$ cat src/rtl/mux8_bus_arbiter_pkg.sv
// Shared definitions for the 8-requester round-robin bus arbiter.
package mux8_bus_arbiter_pkg;

   localparam int unsigned N_REQ       = 8;
   localparam int unsigned SEL_W       = 3;
   localparam int unsigned TIMEOUT_DEF = 16;
   localparam int unsigned CNT_W_DEF   = 8;

   typedef enum logic {
      IDLE = 1'b0,
      OWN  = 1'b1
   } state_t;

endpackage

$ cat src/rtl/mux8_bus_arbiter_rr_pick8.sv
// Combinational round-robin pick: first set request at or after ptr, wrapping.
module rr_pick8
   import mux8_bus_arbiter_pkg::*;
(
   input  logic [N_REQ-1:0] req,
   input  logic [SEL_W-1:0] ptr,
   output logic [SEL_W-1:0] winner,
   output logic             any
);

   logic [N_REQ-1:0] rot;
   logic [SEL_W-1:0] off;

   // Doubled-vector scan: rotate req so req[ptr] lands in bit 0, take the lowest set bit.
   always_comb begin
      rot = N_REQ'({req, req} >> ptr);
      off = '0;
      for (int unsigned i = N_REQ; i > 0; i--) begin
         if (rot[i-1]) off = SEL_W'(i - 1);
      end
      winner = ptr + off;
      any    = |req;
   end

endmodule

$ cat src/rtl/mux8_bus_arbiter.sv
// Round-robin owner arbiter for a shared 32-bit bus built from an 8:1 mux.
// Drives the mux select and a one-hot grant; owners keep the bus for a
// multi-beat tenure until a last beat transfers or they idle past TIMEOUT.
module mux8_bus_arbiter
   import mux8_bus_arbiter_pkg::*;
#(
   parameter int unsigned TIMEOUT = TIMEOUT_DEF,
   parameter int unsigned CNT_W   = CNT_W_DEF
) (
   input  logic             clk,
   input  logic             rst_n,
   input  logic [N_REQ-1:0] req,
   input  logic [N_REQ-1:0] last,
   input  logic             tgt_ready,
   output logic [SEL_W-1:0] s,
   output logic [N_REQ-1:0] gnt,
   output logic             bus_valid,
   output logic [CNT_W-1:0] beat_cnt,
   output logic             timeout_evt
);

   state_t           state, state_nxt;
   logic [SEL_W-1:0] ptr, ptr_nxt, s_nxt, winner;
   logic [N_REQ-1:0] gnt_nxt;
   logic [CNT_W-1:0] beat_nxt, tcnt, tcnt_nxt;
   logic             tevt_nxt, any, xfer;

   rr_pick8 u_pick (
      .req    (req),
      .ptr    (ptr),
      .winner (winner),
      .any    (any)
   );

   // Owner presents a beat whenever it is granted and still requesting.
   always_comb begin
      bus_valid = gnt[s] & req[s];
      xfer      = bus_valid & tgt_ready;
   end

   // Next-state logic: pick in IDLE; in OWN release on last beat, else count idle cycles.
   always_comb begin
      state_nxt = state;
      s_nxt     = s;
      gnt_nxt   = gnt;
      beat_nxt  = beat_cnt;
      tcnt_nxt  = tcnt;
      ptr_nxt   = ptr;
      tevt_nxt  = 1'b0;
      case (state)
         IDLE: begin
            gnt_nxt  = '0;
            beat_nxt = '0;
            tcnt_nxt = '0;
            if (any) begin
               state_nxt = OWN;
               s_nxt     = winner;
               gnt_nxt   = N_REQ'(1) << winner;
            end
         end
         OWN: begin
            if (xfer && (beat_cnt != '1)) beat_nxt = beat_cnt + CNT_W'(1);
            if (xfer && last[s]) begin
               state_nxt = IDLE;
               gnt_nxt   = '0;
               ptr_nxt   = s + SEL_W'(1);
               tcnt_nxt  = '0;
            end else if (!req[s]) begin
               if (tcnt == CNT_W'(TIMEOUT - 1)) begin
                  state_nxt = IDLE;
                  gnt_nxt   = '0;
                  ptr_nxt   = s + SEL_W'(1);
                  tcnt_nxt  = '0;
                  tevt_nxt  = 1'b1;
               end else begin
                  tcnt_nxt = tcnt + CNT_W'(1);
               end
            end else begin
               tcnt_nxt = '0;
            end
         end
      endcase
   end

   // State and output registers; reset clears everything including the priority pointer.
   always_ff @(posedge clk or negedge rst_n) begin
      if (!rst_n) begin
         state       <= IDLE;
         s           <= '0;
         gnt         <= '0;
         beat_cnt    <= '0;
         tcnt        <= '0;
         ptr         <= '0;
         timeout_evt <= 1'b0;
      end else begin
         state       <= state_nxt;
         s           <= s_nxt;
         gnt         <= gnt_nxt;
         beat_cnt    <= beat_nxt;
         tcnt        <= tcnt_nxt;
         ptr         <= ptr_nxt;
         timeout_evt <= tevt_nxt;
      end
   end

endmodule
$ cat config.mk
export PLATFORM = sky130hd
export DESIGN_NAME = mux8_bus_arbiter
export DESIGN_NICKNAME = d
export VERILOG_FILES = /design/src/rtl/mux8_bus_arbiter_pkg.sv /design/src/rtl/mux8_bus_arbiter_rr_pick8.sv /design/src/rtl/mux8_bus_arbiter.sv
export SDC_FILE = /design/constraint.sdc
export NUM_CORES = 1
export LEC_CHECK = 0
export ABC_AREA = 1
export BUFFER_PORTS_ARGS = -buffer_cell sky130_fd_sc_hd__buf_2
export CAP_MARGIN = 20
export CORE_UTILIZATION = 61
export DETAILED_ROUTE_END_ITERATION = 16
export HOLD_SLACK_MARGIN = 0.05
export PLACE_DENSITY_LB_ADDON = 0.2
export RECOVER_POWER = 100
export SYNTH_ARGS = -nofsm -noshare
export SYNTH_HDL_FRONTEND = slang
export SYNTH_SLANG_ARGS = --single-unit
$ cat constraint.sdc
create_clock -name clk -period 5.78 [get_ports clk]
set_clock_uncertainty 0.05 [all_clocks]
set_input_delay 0.289 -clock clk [delete_from_list [all_inputs] [get_ports clk]]
set_output_delay 0.289 -clock clk [all_outputs]
set_load 0.005 [all_outputs]
### Word-level counts from Yosys, hierarchy flattened

Cells that the tools add are included.

* bits in registers: 32
* input bits: 19
* word-level logic and storage cells: 67

* add/subtract/negate cells: 4
* magnitude comparators: 1
* eq/ne operators: 6
* shift-type cells: 2
* mux-type cells: 37
* bitwise logic cells: 3
* reductions and logical operators: 7

Operators with widths (count)
* $mux 8: 8
* $pmux 8 s2: 3
* $mux 3: 11
* $add 8x1->8 const B: 2
* $shr 16x3->8: 1
* $mux 1: 11
* $bmux 1 s3: 3
* $eq 8x4->1 const B: 1
* $ne 8x8->1 const B: 1
* $reduce_or 8->1: 1
* $shl 1x3->8 const A: 1
* $lt 3x4->1 const B: 1
* $reduce_and 2->1: 2
* $add 3x1->3 const B: 1
* $add 3x3->3: 1
* $ne 3x1->1 const B: 1
* $ne 3x3->1 const B: 1
* $reduce_and 3->1: 1
* $and 1x1->1: 2
* $logic_and 1x1->1: 2
* $ne 2x1->1 const B: 1
* $ne 2x2->1 const B: 1
* $pmux 1 s2: 1
* $reduce_bool 2->1: 1
* $not 1->1: 1

### Logic depth before layout (Yosys ltp)

* depth after elaboration: 13
* gate-level depth with buffers: 22
* gate-level depth less buffers: 21

### Modules after synthesis

A second synthesis with hierarchy kept.

* cell total of the unflattened synthesis: 348
* area total of the unflattened synthesis: 2433.6 um^2

Modules (own cells, without submodules)
* mux8_bus_arbiter: instances 1, cells an instance 249, area an instance 1850.5 um^2
* rr_pick8: instances 1, cells an instance 99, area an instance 583.1 um^2

### Worst setup path before layout

Ideal clock, no wire load.

* path type: register -> register
* from: register ptr[0]
* to: register gnt[0]
* data arrival time: 2.402 ns
* required time: 5.613 ns
* setup slack: 3.210 ns
* stages on the path, launching flop included: 22
* buffers on the path: 1
* clock period less this slack: 2.570 ns
* cells stage by stage: dfrtp_1 > buf_4 > inv_2 > nand2_1 > nand3_1 > nand3_1 > nand2_1 > inv_1 > nand2_1 > nand2_1 > nand2_1 > nand2_1 > a21boi_0 > ha_1 > inv_1 > fa_1 > xor2_1 > inv_1 > nand3_2 > nand2_1 > nand2_1 > nand2_1

* word-level cells in the longest chain between the ends: 13

Ends and longest elaborated chain
* start: declaration: line mux8_bus_arbiter.sv:23 `logic [SEL_W-1:0] ptr, ptr_nxt, s_nxt, winner;`
* start signal: assignment: line mux8_bus_arbiter.sv:101 `ptr <= ptr_nxt;`
* $shr 16x3->8: line mux8_bus_arbiter_rr_pick8.sv:16 `rot = N_REQ'({req, req} >> ptr);`
* $mux 3 (8 in a row): line mux8_bus_arbiter_rr_pick8.sv:19 `if (rot[i-1]) off = SEL_W'(i - 1);`
* $add 3x3->3 (*): line mux8_bus_arbiter_rr_pick8.sv:21 `winner = ptr + off;`
* $shl 1x3->8 (*): line mux8_bus_arbiter.sv:58 `gnt_nxt = N_REQ'(1) << winner;`
* $mux 8 (*): line mux8_bus_arbiter.sv:55 `if (any) begin`
* $pmux 8 s2 (*): line mux8_bus_arbiter.sv:50 `case (state)`
* end signal: assignment: line mux8_bus_arbiter.sv:98 `gnt <= gnt_nxt;`
* end: declaration: line mux8_bus_arbiter.sv:16 `output logic [N_REQ-1:0] gnt,`

Mark *: on every way between the ends. The rest lies on a longest branch, timed or not.
A chain may end at the register's enable or synchronous reset.

### Final worst setup path

Ends and elaborated chain as after synthesis.

==> results.md <==
- Final Hold Fails: 0
- Total power divided by cell area: 498.4 mW/mm^2
- First-pass iteration count of the detailed router: 4
- GRT Total Usage: 28.60%
- Clock Pin Slew Worst Setup and Hold Paths: 0.07 ns
- Most frequent cells in the layout: nand2_1 (135), nand3_1 (55), inv_1 (38)
- Num CTS Buffers: 5
- Clk root buf: clkbuf_8
- Drt total wl: 5266 um
- Worst-margin pin slew: 1.680 ns
- Type of origin of the critical path: flip-flop
- Hold WC Path Type: flip-flop to flip-flop
- Core area: 0.003689 mm^2
- Setup_tns: 0 ns
- Final setup margin: 2.626 ns
- Clock latency on the worst-skew pair: 0.29 ns
- Worst VDD drop: 286.1 uV
- Post-synth cell types: 31
- Synthesis-stage register bit count: 32
- H-tree depth: 2
- CTS tree: done
- Max-cap violations: 1
- Share of cells above drive strength 1: 11.34%
- Placer Congestion: 0.9184
- Slew margin rel.: -12.02%
- Crit path required time: 5.91 ns
- Worst-path fanout max: 11
- Endpoints failing setup: 0
- Cell count after placement: 436
- Fillers: 336
- Syn. warnings: 0
- CTS-repair resized insts: 0
- Postcts setup bufs: 0
- Status: finished, violations left
- Drt wl/cell: 11.83 um
- Synthesized Nets: 384
- Seq/Total Area, Yosys: 33.90%
- Syn_area_per_cell: 6.562 um^2
- First-pass GRT wire length: 9073 um
- # clock sinks: 32
- Remaining global-route overflow: 0
- Setup WS pre-CTS: 2.850 ns
- Vias in the first global route: 2184
- Final Power: 0.001304 W
- Row count: 22
- Crit path kind: flip-flop to flip-flop
- Final slew viol count: 33
- Violated checks: capacitance limit, slew limit
- Deepest clock path buffer count: 2
- Die height: 64.23 um
- Commonest non-fill, non-tap cell in the layout: nand2_1
- Worst EP arrival: 3.29 ns
- Design area: 0.002618 mm^2
- Initial antenna violation count: 0
- Ratio of final minimum period to clock period: 54.56%
- Die width: 64.23 um
- Initial core utilization: 64.04%
- I/O pin total: 40
- Initial DRC Count: 215
- # diodes: 0
- Unrepaired setup endpoints after global routing: no
- Port Buffers: 39
- Min Clock Period, post-route: 3.154 ns
- Largest net degree at the start of global routing: 33
- Max Clk Rate: 0.3171 GHz
- Gate Count Post-Synth: 360
- Vias per std cell: 5.373
- Non-filler cells in the finished layout: 445
- P_leak: 1.477 nW
- Area of the mapped netlist: 0.002362 mm^2
- Final antenna-violating net count: 0
- Die area: 0.004125 mm^2
- DRC viols: 0
- Dpl hpwl: 3830 um
- Via count: 2391
- Final nets: 420
- CP Capture Type: flip-flop
- Area delta synth->final: 10.81%
- Cell Area, Placed: 0.002534 mm^2
-- cell type report --
type	instances	area (um^2)	area share [%]
clock buffer	5	68.82	2.629
clock inverter	3	42.54	1.625
inverter	40	150.1	5.736
multi-input combinational	277	1299	49.62
sequential	32	800.8	30.59
tap	48	60.06	2.294
timing repair buffer	40	196.4	7.505
-- Yosys cell counts (all sizes together) --
master	number	area [um^2]
nand2	137	536.8
nand3	55	285.3
inv	39	146.4
nor2	36	137.6
dfrtp	32	800.8
nand4	13	87.58
buf	10	80.07
xor2	9	78.83
o21ai	8	43.79
nor3	5	25.02
ha	4	50.05
nor3b	2	15.01
nor4	2	12.51
a21boi	1	7.510
a21oi	1	5.000
clkbuf	1	3.750
clkinv	1	3.750
fa	1	20.02
o21bai	1	7.510
or2	1	6.260
xnor2	1	8.760
-- logic make-up after synthesis --
logic type,share of synthesized area [%]
AOI/OAI and AO/OA,2.701
xor gates and xnor gates,3.708
adders and majority gates,2.966
buffers and inverters,9.904
DFF,33.90
and+or+nand+nor,46.82
-- where the power goes --
part	internal, W	leakage (nW)	switching, W	total, W
logic	0.000244	0.995	0.000447	0.000690
registers	0.000283	0.428	0.000114	0.000397
clock network	0.000127	0.0541	0.0000893	0.000217
-- metrics by stage --
step	utilization [%]	hold WS [ns]
finish	70.96	0.4329
global route	70.96	0.4612
CTS	71.98	0.4354
detailed placement	68.69	0.3286
global placement	68.69	0.3222
floorplan	-	-0.05659
-- worst max-delay path, cell delays in order (launching register included) --
cell	delay, ns
dfrtp_1	0.55
inv_1	0.21
nand2_1	0.13
nand3_1	0.11
nand2_1	0.11
nand2_1	0.06
nand2_1	0.05
nand2_1	0.04
nand2_1	0.06
nand2_1	0.05
nand2_1	0.05
nand2_1	0.05
a21boi_0	0.18
ha_1	0.18
inv_1	0.05
fa_1	0.36
xor2_1	0.21
inv_1	0.07
nand3_1	0.19
nand2_1	0.16
nand2_1	0.09
nand2_1	0.05
-- state kept, by name, summed over array words and instances, names as in the netlist --
name / cells
beat_cnt: 8
ptr: 3
timeout_evt: 1
tcnt: 8
s: 3
gnt: 8
state: 1
-- path summary, 6_finish.rpt --
kind,start,end,slack (ns),cells after the start
max,ptr[0],gnt[0],2.63,21
min,tcnt[0],tcnt[0],0.43,1
max reg2reg,ptr[0],gnt[0],2.63,21
min reg2reg,tcnt[0],tcnt[0],0.43,1
max in group asynchronous,rst_n,ptr[0],3.78,2
min in group asynchronous,rst_n,gnt[2],0.93,2
-- repair_timing --
| item | 4_1_cts | 5_1_grt |
|---|---|---|
| hold endpoints to repair | 32 | 0 |
| endpoints found under the setup margin | 0 | 0 |
| hold buffers | 1 | 0 |
-- per-layer routing --
metal  track usage (%)  routed length (um)  up-vias
met1             35.76                2380     1100
li1                  -                   -     1217
met3             4.821                 244        6
met2             48.40                2565       68
met5                 0                   0        -
met4             12.50                  75        0
Power figures use the tool's default switching activity.
